===== config.mk =====
export PLATFORM = sky130hd
export DESIGN_NAME = seq_multiplier_flat
export DESIGN_NICKNAME = d
export VERILOG_FILES = /design/src/rtl/seq_multiplier_pkg.sv /design/src/rtl/seq_multiplier_if.sv /design/src/rtl/seq_multiplier_add_sub_n.sv /design/src/rtl/seq_multiplier.sv /design/src/flat_wrapper.sv
export SDC_FILE = /design/constraint.sdc
export NUM_CORES = 1
export LEC_CHECK = 0
export ABC_AREA = 1
export CORE_MARGIN = 2
export CORE_UTILIZATION = 25
export CTS_CLUSTER_DIAMETER = 150
export DETAILED_ROUTE_END_ITERATION = 16
export MAX_ROUTING_LAYER = met4
export PLACE_DENSITY = 0.42
export SYNTH_ARGS = -nofsm -noshare
export SYNTH_HDL_FRONTEND = slang
export SYNTH_HIERARCHICAL = 1
export SYNTH_SLANG_ARGS = --single-unit

===== constraint.sdc =====
create_clock -name clk -period 3.3 [get_ports clk]
set_clock_uncertainty 0.15 [all_clocks]
set_input_delay 0.99 -clock clk [delete_from_list [all_inputs] [get_ports clk]]
set_output_delay 0.99 -clock clk [all_outputs]
set_load 0.02 [all_outputs]

===== src/rtl/seq_multiplier_pkg.sv =====
// Shared definitions for the sequential multiplier: controller state encoding
// and the legal operand-width range.
package mult_pkg;

    typedef enum logic [1:0] {
        IDLE = 2'd0,
        RUN  = 2'd1,
        DONE = 2'd2
    } state_t;

    localparam int MULT_MIN_WIDTH = 2;
    localparam int MULT_MAX_WIDTH = 32;

endpackage


===== src/rtl/seq_multiplier_if.sv =====
// start/done handshake bundle for seq_multiplier; the signed_mode wire exists
// only when SEQ_MULT_SIGNED_EN is defined.
interface seq_multiplier_if #(
    parameter int WIDTH = 8
);
    logic               start;
    logic [WIDTH-1:0]   a;
    logic [WIDTH-1:0]   b;
    logic               ready;
    logic               busy;
    logic               done;
    logic [2*WIDTH-1:0] product;
`ifdef SEQ_MULT_SIGNED_EN
    logic               signed_mode;
`endif

    modport master (
        output start, a, b,
`ifdef SEQ_MULT_SIGNED_EN
        output signed_mode,
`endif
        input  ready, busy, done, product
    );

    modport slave (
        input  start, a, b,
`ifdef SEQ_MULT_SIGNED_EN
        input  signed_mode,
`endif
        output ready, busy, done, product
    );

endinterface


===== src/rtl/seq_multiplier_add_sub_n.sv =====
// WIDTH-bit adder/subtractor with a WIDTH+1-bit result; operands are sign- or
// zero-extended by one bit so the result never overflows.
module add_sub_n
    import mult_pkg::*;
#(
    parameter int WIDTH = 8
) (
    input  logic [WIDTH-1:0] x,
    input  logic [WIDTH-1:0] y,
    input  logic             sgn,
    input  logic             sub,
    output logic [WIDTH:0]   sum
);
    logic signed [WIDTH:0] x_e;
    logic signed [WIDTH:0] y_e;

    always_comb begin
        x_e = {sgn & x[WIDTH-1], x};
        y_e = {sgn & y[WIDTH-1], y};
        sum = x_e + (y_e ^ {(WIDTH+1){sub}}) + {{WIDTH{1'b0}}, sub};
    end

endmodule


===== src/rtl/seq_multiplier.sv =====
// Shift-add sequential multiplier: WIDTH iterations through one shared adder.
// Defining SEQ_MULT_SIGNED_EN adds two's-complement operation via signed_mode.
module seq_multiplier
    import mult_pkg::*;
#(
    parameter int WIDTH = 8
) (
    input  logic            clk,
    input  logic            rst_n,
    seq_multiplier_if.slave bus
);
    localparam int CNT_W = $clog2(WIDTH) + 1;

    if (WIDTH < MULT_MIN_WIDTH || WIDTH > MULT_MAX_WIDTH) begin : g_width_chk
        $error("seq_multiplier: WIDTH out of range");
    end

    state_t             state;
    logic [WIDTH-1:0]   hi;
    logic [WIDTH-1:0]   lo;
    logic [WIDTH-1:0]   a_q;
    logic [CNT_W-1:0]   cnt;
    logic [2*WIDTH-1:0] product_q;
    logic               done_q;
    logic               last;
    logic [WIDTH-1:0]   addend;
    logic [WIDTH:0]     sum;
    logic               sgn_op;
    logic               sub_op;

    assign last   = (cnt == CNT_W'(WIDTH - 1));
    assign addend = lo[0] ? a_q : '0;

`ifdef SEQ_MULT_SIGNED_EN
    logic sm_q;
    // The top multiplier bit carries negative weight, so it is subtracted.
    assign sgn_op = sm_q;
    assign sub_op = sm_q & last & lo[0];
`else
    assign sgn_op = 1'b0;
    assign sub_op = 1'b0;
`endif

    add_sub_n #(.WIDTH(WIDTH)) u_add_sub (
        .x   (hi),
        .y   (addend),
        .sgn (sgn_op),
        .sub (sub_op),
        .sum (sum)
    );

    always_ff @(posedge clk) begin
        if (!rst_n) begin
            state     <= IDLE;
            hi        <= '0;
            lo        <= '0;
            a_q       <= '0;
            cnt       <= '0;
            product_q <= '0;
            done_q    <= 1'b0;
`ifdef SEQ_MULT_SIGNED_EN
            sm_q      <= 1'b0;
`endif
        end else begin
            done_q <= 1'b0;
            case (state)
                IDLE, DONE: begin
                    if (state == DONE) begin
                        product_q <= {hi, lo};
                        done_q    <= 1'b1;
                    end
                    if (bus.start) begin
                        hi    <= '0;
                        lo    <= bus.b;
                        a_q   <= bus.a;
                        cnt   <= '0;
`ifdef SEQ_MULT_SIGNED_EN
                        sm_q  <= bus.signed_mode;
`endif
                        state <= RUN;
                    end else begin
                        state <= IDLE;
                    end
                end
                RUN: begin
                    // {sum, lo} shifted right by one; sum[WIDTH] is carry or sign.
                    hi  <= sum[WIDTH:1];
                    lo  <= {sum[0], lo[WIDTH-1:1]};
                    cnt <= cnt + 1'b1;
                    if (last) begin
                        state <= DONE;
                    end
                end
                default: state <= IDLE;
            endcase
        end
    end

    assign bus.ready   = (state == IDLE) || (state == DONE);
    assign bus.busy    = (state == RUN);
    assign bus.done    = done_q;
    assign bus.product = product_q;

endmodule


===== src/flat_wrapper.sv =====
// flat-port wrapper written by rule: the top's interface ports become plain ports
module seq_multiplier_flat import mult_pkg::*;
#(
    parameter int WIDTH = 8
)
  (clk, rst_n, bus_start, bus_a, bus_b, bus_ready, bus_busy, bus_done, bus_product);
  seq_multiplier_if #(.WIDTH(WIDTH)) bus_i ();
  input  logic clk;
  input  logic rst_n;
  input wire logic [$bits(bus_i.start)-1:0] bus_start;
  input wire logic [$bits(bus_i.a)-1:0] bus_a;
  input wire logic [$bits(bus_i.b)-1:0] bus_b;
  output wire logic [$bits(bus_i.ready)-1:0] bus_ready;
  output wire logic [$bits(bus_i.busy)-1:0] bus_busy;
  output wire logic [$bits(bus_i.done)-1:0] bus_done;
  output wire logic [$bits(bus_i.product)-1:0] bus_product;
  assign bus_i.start = bus_start;
  assign bus_i.a = bus_a;
  assign bus_i.b = bus_b;
  assign bus_ready = bus_i.ready;
  assign bus_busy = bus_i.busy;
  assign bus_done = bus_i.done;
  assign bus_product = bus_i.product;
  seq_multiplier #(.WIDTH(WIDTH)) u_core (.clk(clk), .rst_n(rst_n), .bus(bus_i));
endmodule

# Word-level counts from Yosys, hierarchy flattened
# Cells that the tools add are included.
[totals]
regBits = 47
output_inout_bits = 19
word_cells = 33
input_bits = 19
[classes]
add_sub_neg = 2
reduce_logical = 8
eq_ne = 5
muxes = 11
[ops]
columns = ["cell", "n"]
rows = [
  ["$pmux 8 s2", 2],
  ["$mux 8", 3],
  ["$add 8x8->9", 1],
  ["$pmux 4 s2", 1],
  ["$reduce_and 2->1", 4],
  ["$add 4x1->4 const B", 1],
  ["$eq 4x3->1 const B", 1],
  ["$mux 4", 1],
  ["$pmux 2 s2", 1],
  ["$eq 2x1->1 const B", 1],
  ["$eq 2x2->1 const B", 1],
  ["$logic_not 2->1", 1],
  ["$mux 1", 2],
  ["$mux 2", 1],
  ["$ne 2x1->1 const B", 1],
  ["$ne 2x2->1 const B", 1],
  ["$reduce_bool 2->1", 1],
  ["$reduce_or 2->1", 1],
  ["$logic_or 1x1->1", 1],
]

# Depth between registers and ports, before layout
# Gate-level depths: netlist of run 1.
[logic_depth]
ltp_word = 4
depth_mapped = 16
mapped_depth_nobuf = 15

# Hierarchy
# The synthesis of run 1 kept the hierarchy.
[by_module_without_submodules]
columns = ["module", "instances", "cells_each", "seq_area_each_um2", "area_each_um2"]
rows = [
  ["seq_multiplier", 1, 261, 940.9, 1949.4],
  ["add_sub_n", 1, 92, 0.0, 519.2],
]

# Worst setup path after synthesis of run 1
# No wires, ideal clock.
[synth_timing]
path_kind = "register -> register"
startpoint = "register u_core.lo[0]"
endpoint = "register u_core.hi[5]"
slack_ps = 1225
stages_incl_launch_ff = 14
arrival_ps = 1802
setup_time_ps = 123
period_less_slack_ps = 2075
n_path_buf = 1
required_ps = 3027
path_cell_list = "dfxtp_1 -> clkbuf_1 -> nand2_1 -> inv_1 -> nand2_1 -> nand2_2 -> inv_1 -> fa_1 -> o21ai_2 -> nand2_1 -> nand3_1 -> nand2_1 -> nand3_1 -> o21ai_0"
[synth_via]
elab_chain_cells = 3
[synth_lines]
columns = ["item", "line", "source"]
rows = [
  ["from (decl)", "seq_multiplier.sv:20", "logic [WIDTH-1:0] lo;"],
  ["from (signal assigned)", "seq_multiplier.sv:74", "lo <= bus.b;"],
  ["from (signal assigned)", "seq_multiplier.sv:88", "lo <= {sum[0], lo[WIDTH-1:1]};"],
  ["$mux 8", "seq_multiplier.sv:32", "assign addend = lo[0] ? a_q : '0;"],
  ["via u_core.addend[0]", "seq_multiplier.sv:26", "logic [WIDTH-1:0] addend;"],
  ["$add 8x8->9", "seq_multiplier_add_sub_n.sv:20", "sum = x_e + (y_e ^ {(WIDTH+1){sub}}) + {{WIDTH{1'b0}}, sub};"],
  ["via u_core.sum[6]", "seq_multiplier.sv:27", "logic [WIDTH:0] sum;"],
  ["$pmux 8 s2", "seq_multiplier.sv:66", "case (state)"],
  ["to (signal assigned)", "seq_multiplier.sv:87", "hi <= sum[WIDTH:1];"],
  ["to (decl)", "seq_multiplier.sv:19", "logic [WIDTH-1:0] hi;"],
]
# The timed path passes the listed nets, and every way through them passes these cells.
# A chain may end at the register's enable or synchronous reset.

# Final worst setup path of run 1
[layout_timing]
startpoint = "register u_core.state[0]"
endpoint = "output bus_busy"
[layout_via]
elab_chain_cells = 1
[layout_lines]
columns = ["item", "line", "source"]
rows = [
  ["from (decl)", "seq_multiplier.sv:18", "state_t state;"],
  ["from (signal assigned)", "seq_multiplier.sv:54", "state <= IDLE;"],
  ["from (signal assigned)", "seq_multiplier.sv:80", "state <= RUN;"],
  ["from (signal assigned)", "seq_multiplier.sv:82", "state <= IDLE;"],
  ["$eq 2x1->1", "seq_multiplier.sv:100", "assign bus.busy = (state == RUN);"],
  ["to (decl)", "flat_wrapper.sv:14", "output wire logic [$bits(bus_i.busy)-1:0] bus_busy;"],
]
# Every way passes these cells.

==> metrics.cfg, run 1 <==
[synth]
synthTopCellsByCount = sky130_fd_sc_hd__nand2_1, sky130_fd_sc_hd__nor2_1, sky130_fd_sc_hd__dfxtp_1
adder_cell_area_share_of_the_yosys_netlist_pct = 4.866
synth-seq-area-share_pct = 38.11
synth.ff_latch_count = 47
synth.top_cell.area_share_pct = 38.11
ys.flop_type = sky130_fd_sc_hd__dfxtp_1
synth_xor_xnor_area_share_pct = 3.903
basic_gate_share_of_the_synthesized_area_counting_and_or_nand_and_nor_cells_pct = 31.22
syn_area_mm2 = 0.002469
synth_top_cells_by_area = sky130_fd_sc_hd__dfxtp_1, sky130_fd_sc_hd__nand2_1, sky130_fd_sc_hd__nor2_1
muxShareOfSynthArea_pct = 0
synth.lib_cells_used.distinct = 28
ys.warnings.count = 6
synth_enable_flop_cells = 0
syn-mean-instance-area_um2 = 6.993
post_synth_inst_count = 353
synth_top_family_by_area = simple AND/OR/NAND/NOR gates
yosys.cell_count.top_type = sky130_fd_sc_hd__nand2_1
async_flop_share_pct = 0
synth_compound_gate_area_share_pct = 10.59
post-synth-top-area-cell = sky130_fd_sc_hd__dfxtp_1

[timing]
grt_setup_unrepaired = no
final.hold.worst_slack_ns = 0.3418
timing_hold_violations_final = 0
final_min_period_over_clock_period_pct = 84.88
setup_violations = 0
timing.fmax_mhz = 357.0
setup-tns-final_ns = 0
timing.final.max_slew_violations = 0
final.min_clock_period_ns = 2.801

[cells_and_area]
multi_input_area_mm2 = 0.001260
antenna_cells_inserted = 0
final.fill_count = 1088
num-nets-final = 414
areaGrowthSynthToFinish_pct = 23.67
finalCoreUtilization_pct = 31.52
design_area_mm2 = 0.003053
share_of_cells_above_drive_strength_1_pct = 7.235
seq_area_um2 = 940.9

[cts]
clock-sinks = 47
ctsResizeCount = 0
numCtsBuffers = 5
clock_tree_from_tritoncts = yes
max-clock-path-buffers = 2
post_cts_hold_buffer_count = 0
worst_setup_hold_path_clk_slew_ns = 0.09
clock_latency_ns = 0.30
buffers_inserted_during_post_cts_setup_optimization = 0
cts.root.buffer_cell = sky130_fd_sc_hd__clkbuf_8
ctsHtreeMaxLevel = 2

[floorplanning]
core_region_area_mm2 = 0.009684
floorplan.io_pins = 38
die_x_um = 103.4
chipHeight_um = 103.4
initial_utilization_pct = 25.49
design.die.area_mm2 = 0.01069
std_cell_rows = 36

[setup_path]
start_kind = flip-flop
crit_fanout = 14
timing.critical_path.required_ns = 2.16
worstPathArrival_ns = 1.66
critical_path.endpoint_type = output port
setup.worst_path.class = reg -> out

[grt]
grt_pass1_vias = 2043
grt_remaining_overflow = 0
total_routing_resource_utilization_after_global_routing_pct = 12.48
grt_antenna_before_repair = 0
grt_first_pass_wirelength_um = 10070
grt_start_max_net_pins = 47

[route]
drcViolationCount = 0
dr.first_iter.drc_count = 68
vias_per_cell = 4.192
ant_nets = 0
routed-via-count = 2180
wire_per_inst_um = 11.67
first_pass_iters = 4
postRouteWirelength_um = 6069

[power_and_ir_drop]
leakage_nw = 1.396
peakVddDrop_v = 0.0001691
power.total_mw = 1.280
cellPowerDensity_mw_per_mm2 = 419.2

[run_status]
run_status = completed

[placed_design]
place_hpwl_um = 4394
post_dp_cell_area_mm2 = 0.002937
portBuffers = 37
gp_congestion = 0.7435

[min_path]
hp-class = reg -> reg

[flow_run]
timing.max_cap.violations = 0

-- critical path, stage by stage (launching register included) --
cell and delay, ns:
sky130_fd_sc_hd__dfxtp_1 0.36, sky130_fd_sc_hd__inv_2 0.13, sky130_fd_sc_hd__nor2_8 0.23, sky130_fd_sc_hd__clkdlybuf4s50_1 0.65
-- cell families (layout without fill, tap and decap cells) --
kind of cell,after synthesis,count (layout)
AOI/OAI and AO/OA,51,51
xor gates and xnor gates,11,11
adders and majority gates,9,9
buffers and inverters,59,91
DFF,47,47
other,1,3
and+or+nand+nor,175,175
-- power breakdown --
part / total, mW / switching (mW) / internal, mW / leakage, nW
combinational: 0.222 / 0.131 / 0.0908 / 0.954
clock: 0.440 / 0.210 / 0.230 / 0.0587
sequential: 0.618 / 0.0242 / 0.593 / 0.383
-- final timing paths --
check | slack, ns | startpoint | depth (start not counted) | to
setup / recovery | 0.50 | u_core/state[0] | 3 | bus_busy
hold / removal | 0.34 | u_core/a_q[2] | 2 | u_core/a_q[2]
setup reg to reg | 1.04 | u_core/lo[0] | 12 | u_core/hi[5]
hold reg to reg | 0.34 | u_core/a_q[2] | 2 | u_core/a_q[2]
-- placed cells by master, fill, tap and decap left out, drive strengths merged, types with 5 or more instances in the layout --
master	n
nand3	42
clkdlybuf4s50	37
clkbuf	5
xor2	9
nor2	63
dfxtp	47
inv	43
o21ai	37
a21oi	13
ha	8
nand2	68
-- registers in the layout (all words and copies together) (netlist names) --
| register | flops |
|---|---|
| u_core/state | 2 |
| u_core/hi | 8 |
| u_core/cnt | 4 |
| u_core/bus.done | 1 |
| u_core/a_q | 8 |
| u_core/bus.product | 16 |
| u_core/lo | 8 |
-- metrics by stage --
| step | cells | worst slack [ns] |
|---|---|---|
| CTS | 520 | 0.4579 |
| global placement | 512 | 0.6844 |
| detailed placement | 512 | 0.6338 |
| finish | 520 | 0.4988 |
| floorplan | 355 | 1.225 |
| global route | 520 | 0.3802 |
-- routing by layer --
| metal | global-route usage [%] | wire, um | vias to the layer above |
|---|---|---|---|
| li1 | - | - | 1174 |
| met1 | 15.82 | 2890 | 960 |
| met2 | 20.94 | 2948 | 42 |
| met3 | 2.218 | 188 | 4 |
| met4 | 2.429 | 42 | 0 |
| met5 | - | 0 | - |
-- cell type report --
class | count | area share, %
multi-input combinational | 249 | 41.27
clock buffer | 5 | 2.254
inverter | 43 | 5.369
clock inverter | 3 | 1.557
sequential | 47 | 30.82
timing repair buffer | 40 | 13.28
tap | 133 | 5.451
No activity file was read; power rests on OpenSTA's default activity.
==> run 2, diff against run 1 <==
Clock period 3.3 ns to 2.88 ns, I/O delays scaled along.
==> run 2 against run 1 <==
  * Non-clock buffer count grew 2
  * Cell count increased by 0.38%
  * Utilization about the same
  * Die area did not move
  * Critical path depth stayed put
  * Global-route usage grew 0.060 points
  * Setup slack worse by 0.18 ns
  * Design area barely moved
  * Hold slack improved by 0.0020 ns
  * Combinational power grew 16%
  * Register-to-register slack worse by 0.48 ns
  * Critical endpoint unchanged
==> metrics.cfg, run 2 (synthesized netlist as in run 1, its figures left out) <==
[cts]
clock-sinks = 47
post_cts_hold_buffer_count = 0
worst_setup_hold_path_clk_slew_ns = 0.09
max-clock-path-buffers = 2
buffers_inserted_during_post_cts_setup_optimization = 0
clock_tree_from_tritoncts = yes
ctsResizeCount = 0
numCtsBuffers = 5
ctsHtreeMaxLevel = 2
cts.root.buffer_cell = sky130_fd_sc_hd__clkbuf_8
clock_latency_ns = 0.31

[setup_path]
timing.critical_path.required_ns = 1.87
critical_path.endpoint_type = output port
crit_fanout = 11
reg2reg_from = u_core/lo[0]
delay_heaviest_family_cp = buffers and inverters
cp.buffers_inverters = 2
critical_path.startpoint = u_core/state[0]
setup.reg_to_reg.worst_slack_ns = 0.56
setup.worst_path.class = reg -> out
start_kind = flip-flop
timing.rr.end = u_core/hi[5]
largest_stage_delay_on_the_critical_path_ns = 0.62
r2r.worst_path.cells = 12
cpMaxStageDelayCell = sky130_fd_sc_hd__clkdlybuf4s50_1
worstPathArrival_ns = 1.54
crit_chain = inv_2 > nor2_8 > clkdlybuf4s50_1

[grt]
grt_first_pass_wirelength_um = 10080
gr-usage-met2_pct = 20.89
total_routing_resource_utilization_after_global_routing_pct = 12.54
grt_start_max_net_pins = 35
grt_antenna_before_repair = 0
grt.met3_usage_pct = 2.218
grt_pass1_vias = 2074
top_usage_layer = met2
grt_remaining_overflow = 0
global_route.usage.met1_pct = 16.02

[route]
dr.first_iter.drc_count = 65
ant_nets = 0
routed-via-count = 2214
vias_per_cell = 4.241
drcViolationCount = 0
first_pass_iters = 4
postRouteWirelength_um = 6190
wire_per_inst_um = 11.86

[cells_and_area]
num-nets-final = 416
final_cell_mix = sky130_fd_sc_hd__nand2_1, sky130_fd_sc_hd__nor2_1, sky130_fd_sc_hd__dfxtp_1
areaGrowthSynthToFinish_pct = 23.72
most_frequent_standard_cell_in_the_layout_excluding_fill_and_tap_cells = sky130_fd_sc_hd__nand2_1
antenna_cells_inserted = 0
design_area_mm2 = 0.003054
layout.cells.non_filler = 522
final.fill_count = 1064
largest_reg_flops = 16
share_of_cells_above_drive_strength_1_pct = 7.712

[placed_design]
dp.cells = 514
post_dp_cell_area_mm2 = 0.002939
portBuffers = 37
gp_congestion = 0.7602
place_hpwl_um = 4506

[timing]
timing.final.max_slew_violations = 0
grt_setup_unrepaired = no
setup_violations = 0
timing.fmax_mhz = 391.0
setup-tns-final_ns = 0
timing_hold_violations_final = 0
final_min_period_over_clock_period_pct = 88.80
final.min_clock_period_ns = 2.557

[power_and_ir_drop]
clock_power_share_pct = 34.4
p_int_mw = 1.046
comb_power_share_pct = 17.5
power_switching_mw = 0.4241
leakage_nw = 1.397
peakVddDrop_v = 0.0002803
seqPwrFrac_pct = 48.1
cellPowerDensity_mw_per_mm2 = 481.5
sw_frac_of_total_pct = 28.84

[floorplanning]
std_cell_rows = 36
design.die.area_mm2 = 0.01069
die_x_um = 103.4
floorplan.io_pins = 38
core_region_area_mm2 = 0.009684
chipHeight_um = 103.4
initial_utilization_pct = 25.49

[min_path]
hp-class = reg -> reg
min_path_cells = 2
worst_hold_startpoint = u_core/a_q[1]
worstHoldEndpoint = u_core/a_q[1]

[flow_run]
timing.max_cap.violations = 0

[run_status]
run_status = completed

run 2: worst max path at each step:
stage                   endpoint  slack (ns)  cells after the start
finish                  bus_busy        0.32                      3
global route            bus_busy        0.26                      3
CTS                     bus_busy        0.29                      3
detailed placement  u_core/hi[1]        0.39                      4
global placement    u_core/hi[0]        0.41                      4
floorplan           u_core/hi[5]        0.81                     13
run 2: metrics by stage:
stage	power, mW	utilization, %	worst slack, ns	hold WS (ns)
6_report	1.471	31.54	0.3225	0.3439
5_1_grt	1.565	31.54	0.2647	0.3713
4_1_cts	1.494	31.54	0.2940	0.3453
3_5_place_dp	0.9814	30.35	0.3950	0.3241
3_3_place_gp	0.9815	30.35	0.4141	0.3207
2_1_floorplan	0.9051	-	0.8050	0.3049
run 2: final cells by class:
cell class                      count  area, um2  share of cell area (%)
Clock inverter                      3      46.29                   1.516
Clock buffer                        5      68.82                   2.253
Multi-Input combinational cell    249       1260                   41.25
Tap cell                          133      166.4                   5.449
Inverter                           43      163.9                   5.367
Sequential cell                    47      940.9                   30.81
Timing Repair Buffer               42      407.9                   13.36
run 2: per-layer routing:
| layer | routed length, um | vias up |
|---|---|---|
| met5 | 0 | - |
| met4 | 48 | 0 |
| met3 | 153 | 5 |
| met2 | 2956 | 34 |
| met1 | 3032 | 992 |
| li1 | - | 1183 |
run 2: worst register-to-register path, stage by stage, from the launching register on:
cell	delay [ns]
sky130_fd_sc_hd__dfxtp_1	0.57
sky130_fd_sc_hd__nand2_1	0.09
sky130_fd_sc_hd__inv_1	0.11
sky130_fd_sc_hd__nand2_1	0.07
sky130_fd_sc_hd__nand2_2	0.08
sky130_fd_sc_hd__inv_1	0.05
sky130_fd_sc_hd__fa_1	0.42
sky130_fd_sc_hd__o21ai_2	0.25
sky130_fd_sc_hd__nand2_1	0.10
sky130_fd_sc_hd__nand3_1	0.08
sky130_fd_sc_hd__nand2_1	0.06
sky130_fd_sc_hd__nand3_1	0.08
sky130_fd_sc_hd__o21ai_0	0.07
run 2: power by group through the flow:
stage	logic [mW]	registers, mW	clock network [mW]
floorplan	0.192	0.713	0
global placement	0.258	0.723	0
detailed placement	0.259	0.723	0
CTS	0.260	0.708	0.526
global route	0.293	0.713	0.559
finish	0.257	0.707	0.506
